===== src/rtl/fifo_stream_out.sv =====
// Pop-side adapter: turns the upstream FIFO pop/empty interface (data one cycle
// after pop) into a valid/ready stream through a 2-entry skid buffer.
module fifo_stream_out #(
    parameter int unsigned WIDTH     = 16,
    parameter int unsigned CNT_WIDTH = 16
) (
    input  logic                 clk,
    input  logic                 reset_n,
    output logic                 fifo_pop,
    input  logic [WIDTH-1:0]     fifo_data,
    input  logic                 fifo_empty,
    input  logic                 flush,
    output logic                 out_valid,
    output logic [WIDTH-1:0]     out_data,
    input  logic                 out_ready,
    output logic [1:0]           occupancy,
    output logic [CNT_WIDTH-1:0] delivered
);

    logic [WIDTH-1:0]     buf_q [2];
    logic                 head_q, head_d;
    logic                 tail_q, tail_d;
    logic                 inflight_q, inflight_d;
    logic [1:0]           cnt_q, cnt_d;
    logic [CNT_WIDTH-1:0] delivered_q, delivered_d;
    logic                 deq;
    logic [2:0]           pending;

    assign out_valid = (cnt_q != 2'd0);
    assign out_data  = buf_q[head_q];
    assign occupancy = cnt_q;
    assign delivered = delivered_q;

    // Pop only when the capture slot next cycle is guaranteed free.
    always_comb begin
        deq         = out_valid && out_ready;
        pending     = 3'(cnt_q) + 3'(inflight_q) - 3'(deq);
        fifo_pop    = reset_n && !flush && !fifo_empty && (pending < 3'd2);
        head_d      = head_q;
        tail_d      = tail_q;
        inflight_d  = inflight_q;
        cnt_d       = cnt_q;
        delivered_d = delivered_q + CNT_WIDTH'(deq);
        if (flush) begin
            head_d     = 1'b0;
            tail_d     = 1'b0;
            inflight_d = 1'b0;
            cnt_d      = 2'd0;
        end else begin
            inflight_d = fifo_pop;
            cnt_d      = 2'(pending);
            if (inflight_q) tail_d = ~tail_q;
            if (deq)        head_d = ~head_q;
        end
    end

    always_ff @(posedge clk or negedge reset_n) begin
        if (!reset_n) begin
            head_q      <= 1'b0;
            tail_q      <= 1'b0;
            inflight_q  <= 1'b0;
            cnt_q       <= 2'd0;
            delivered_q <= '0;
        end else begin
            head_q      <= head_d;
            tail_q      <= tail_d;
            inflight_q  <= inflight_d;
            cnt_q       <= cnt_d;
            delivered_q <= delivered_d;
        end
    end

    // Data storage needs no reset; validity is tracked by cnt_q.
    always_ff @(posedge clk) begin
        if (inflight_q && !flush) buf_q[tail_q] <= fifo_data;
    end

endmodule


===== config.mk =====
export PLATFORM = sky130hd
export DESIGN_NAME = fifo_stream_out
export DESIGN_NICKNAME = d
export VERILOG_FILES = /design/src/rtl/fifo_stream_out.sv
export SDC_FILE = /design/constraint.sdc
export NUM_CORES = 1
export LEC_CHECK = 0
export ABC_AREA = 0
export CORE_MARGIN = 2
export CORE_UTILIZATION = 51
export CTS_BUF_LIST = sky130_fd_sc_hd__clkbuf_16
export DETAILED_ROUTE_END_ITERATION = 6
export DONT_BUFFER_PORTS = 1
export PLACE_DENSITY = 0.62
export SLEW_MARGIN = 25
export SYNTH_ARGS = -nofsm -noshare
export SYNTH_HDL_FRONTEND = slang
export SYNTH_SLANG_ARGS = --single-unit

===== constraint.sdc =====
create_clock -name clk -period 3.9 [get_ports clk]
set_input_delay 0.78 -clock clk [delete_from_list [all_inputs] [get_ports clk]]
set_output_delay 0.78 -clock clk [all_outputs]
set_load 0.005 [all_outputs]

* Yosys cells after proc, flatten, opt, wreduce, memory -nomap -nowiden *
Memories as Yosys holds them, arrays and structs flattened.
Cells that the tools add are included.
Widths: inputs -> output; s select.

word-level totals
  flip-flop bits (word level) = 21
  memory bits (writable) = 32
  input port bits = 21
  output and inout bits = 36
  memories kept = 1

memories
  name   words  width  rd ports  clocked after memory_dff  wr ports  RTL line  source
  buf_q  2      16     1         0                         1         20        logic [WIDTH-1:0] buf_q [2];

cells by class
  add/sub/neg operators = 3
  order comparisons = 1
  multiplexer cells = 8
  bitwise operators = 2
  reductions and logical operators = 10

operators by type and width
  operator            count
  $add 16x1->16       1
  $mux 1              7
  $reduce_bool 2->1   3
  $logic_and 1x1->1   5
  $add 2x1->3         1
  $lt 3x2->1 const B  1
  $sub 3x1->3         1
  $logic_not 1->1     2
  $mux 2              1
  $not 1->1           2

* Depth between registers and ports, before layout *
  depth in word-level cells = 6
  mapped depth = 8
  depth with buffers taken out = 8

* Worst setup path before layout *
Ideal clock, no wire load.

  path kind = input to output
  from = in out_ready
  to = out fifo_pop
  data arrival time = 2.183 ns
  data required time = 3.120 ns
  setup slack = 0.937 ns
  stages on the path = 6
  buffers on the path = 0
  cell sequence = and2_1 -> ha_1 -> inv_1 -> ha_1 -> fa_1 -> nor4_1

between the ends
  longest elaborated chain between the ends = 4

ends and longest elaborated chain
  element            RTL line  source
  start, declared    15        input logic out_ready,
  $logic_and 1x1->1  36        deq = out_valid && out_ready;
  $sub 3x1->3        37        pending = 3'(cnt_q) + 3'(inflight_q) - 3'(deq);
  $lt 3x2->1         38        fifo_pop = reset_n && !flush && !fifo_empty && (pending < 3'd2);
  $logic_and 1x1->1  38
  end, declared      9         output logic fifo_pop,

Every way passes these cells.

* Final worst setup path *
  from = reg cnt_q[1], in the netlist occupancy[1]
  to = out fifo_pop

between the ends
  longest elaborated chain between the ends = 5
  elaborated cells between the ends (all ways) = 6

ends and longest elaborated chain
  element                 RTL line  source
  start, declared         24        logic [1:0] cnt_q, cnt_d;
  start signal, assigned  68        cnt_q <= cnt_d;
  $reduce_bool 2->1       29        assign out_valid = (cnt_q != 2'd0);
  net out_valid           13        output logic out_valid,
  $logic_and 1x1->1       36
  $sub 3x1->3             37
  $lt 3x2->1              38
  $logic_and 1x1->1       38

The timed path passes the listed nets, and every way through them passes these cells.

==> metrics.cfg <==
[run_status]
status = finished clean

[clock_tree]
clock-root-buffer = clkbuf_16
cts_tree = yes
cts.hold.buffers_added = 0
post_cts.repair.setup_buffers = 0
ctsResizeCount = 0
htree_levels = 2
path_clk_slew_ns = 0.06
clock-sinks = 53
clock_latency_ns = 0.28
cts_inserted_buffers = 5
clk_path_buf_depth = 2

[sta]
slew-limit-headroom = 0.529
fin_crit_ns = 3.35
setup_tns_ns = 0
rsz0062_at_grt = no
drv_slew = 0
timing.final.hold_violations = 0
fin_crit_sh = 0.860
clock_skew_ns = 0.00326
fin_ws_ns = 0.547
whs_ns = 0.186
clock.fmax_mhz = 298
setup_viol = 0
worst_slew_pin_slew_ns = 0.706

[grt]
antenna_found_initial = 0
grt_use_total = 0.142
grt-ovfl-total = 0
grt_pass1_vias = 1000
grt_max_degree = 23
grt_pass1_wl_mm = 4.70

[power_and_ir_drop]
p_switching_mw = 0.338
p_total_mw = 1.33
p_int_mw = 0.992
switching_share = 0.254
powerDensity_nw_per_um2 = 573
leakagePower_nw = 0.887
pwr-share-comb = 0.146
pwr-share-clk = 0.312
ir_worst_vdd_v = 0.000324
p_seq_frac = 0.543

[routing]
drtAntennaViolNets = 0
drtIter0Drc = 61
drt_pass1_iterations = 4
num_vias = 1011
dr_wl_met3_um = 321
route.detailed.drc = 0
routed_wl_mm = 3.08
viasPerCell = 5.38
wl_met2_mm = 1.62
top_layer = met4
wl_per_cell_um = 16.4
wl_met1_mm = 1.11

[placement]
post-place-ws_ns = 0.837
placedCellCount = 180
port_buffers = 0
routabilityCongestion = 0.658
post_dp_cell_area_um2 = 2180
dp_hpwl_mm = 2.23

[synthesis]
synth_warnings = 0
syn-num-nets = 156
synth_commonest_cells = edfxtp_1 (32), dfrtp_1 (21), mux2_2 (16)
seq_area_frac_synth = 0.708
ys_ff_latch = 53
syn_inst = 130
ys_async_sr_fraction = 0.396
synth_top_area_cell = edfxtp_1
synth_edf_count = 32
post_synth.cell_area_avg_um2 = 16.2
syn_area_um2 = 2100
yosysMostFrequentCell = edfxtp_1
yosysTopAreaCellShare = 0.457
synth_area_leaders = edfxtp_1 (46%), dfrtp_1 (25%), mux2_2 (8.6%)
ys_types = 24
ys.flop_type = edfxtp_1

[critical_path]
reg2reg_from = occupancy[1]
crit_type = flip-flop to output pin
cp_data_required_time_ns = 3.12
crit_path_max_fanout = 4
crit_arrival_ns = 2.57
reg2regPathDepth = 7
startpoint = occupancy[1]
crit_path_start_kind = flip-flop
end_kind = output pin

[layout]
stdcell_area_um2 = 2320
layout-drive-gt1-share = 0.225
area_growth_syn_to_layout_pct = 10.5
antenna_cells = 0
fin_util = 0.585
layout.nets = 163
finalNonFillerCells = 188
fillers = 315

[floorplanning]
dieArea_um2 = 4650
io_pins = 57
die_w_um = 68.2
coreArea_um2 = 3970
row_count = 23
initial_core_util = 0.529
die_h_um = 68.2

[min_path]
min_path_type = input port to async pin

[run]
max_cap_violations = 0

critical path, stage by stage (launching register included):
cell and delay (ns):
dfrtp_1 0.42, or2_2 0.34, and2_1 0.21, ha_1 0.28
inv_1 0.04, ha_1 0.18, fa_1 0.47, nor4_1 0.34
cell type report:
type	instances	area (µm²)	area share
clock buffer	5	125	0.0539
clock inverter	3	18.8	0.00808
timing repair buffer	2	15.0	0.00647
multi-input combinational	70	596	0.256
sequential	53	1490	0.640
inverter	5	18.8	0.00808
tap	50	62.6	0.0269
cell families after synthesis:
group	count (synthesis)	synth area share
DFF	53	0.708
and+or+nand+nor	32	0.0888
xor gates and xnor gates	17	0.0709
muxes	16	0.0858
buffers and inverters	7	0.0137
adders and majority gates	5	0.0334
path summary, 6_finish.rpt:
check,end,slack (ns)
worst max-delay path,fifo_pop,0.55
min in group clk,delivered[15],0.51
max in group asynchronous,inflight_q,3.64
worst min register to register,delivered[15],0.51
worst max register to register,inflight_q,1.55
worst min-delay path,delivered[15],0.19
state kept, by name, indices dropped and copies added, names as in the netlist:
register    count
buf_q          32
delivered      16
head_q          1
inflight_q      1
occupancy       2
tail_q          1
metal layers:
metal / global-route usage / vias up
met5: 0 / -
met4: 0.0525 / 0
met3: 0.0658 / 6
met2: 0.249 / 35
met1: 0.149 / 498
li1: - / 472
cell usage in the layout, fill, tap and decap left out, types with 2 or more instances in the layout:
master | Yosys | final
dfrtp_1 | 21 | 21
nor2_1 | 5 | 5
nor4_1 | 2 | 2
xor2_1 | 4 | 4
clkbuf_16 | 0 | 5
nor2b_1 | 2 | 2
nand4_1 | 3 | 3
edfxtp_1 | 32 | 32
ha_1 | 4 | 4
buf_4 | 0 | 2
mux2_2 | 16 | 16
nand3_1 | 3 | 3
inv_1 | 5 | 6
clkinvlp_4 | 0 | 2
xnor2_1 | 13 | 13
nand2_1 | 7 | 7
power groups by stage:
stage                     Clock [mW]  Sequential [mW]  Combinational (mW)
final                          0.414            0.722               0.194
after global placement             0            0.734               0.188
after CTS                      0.425            0.724               0.199
after global routing           0.452            0.732               0.219
after floorplan                    0            0.703               0.185
after detailed placement           0            0.735               0.198
No activity file was read; power rests on OpenSTA's default activity.
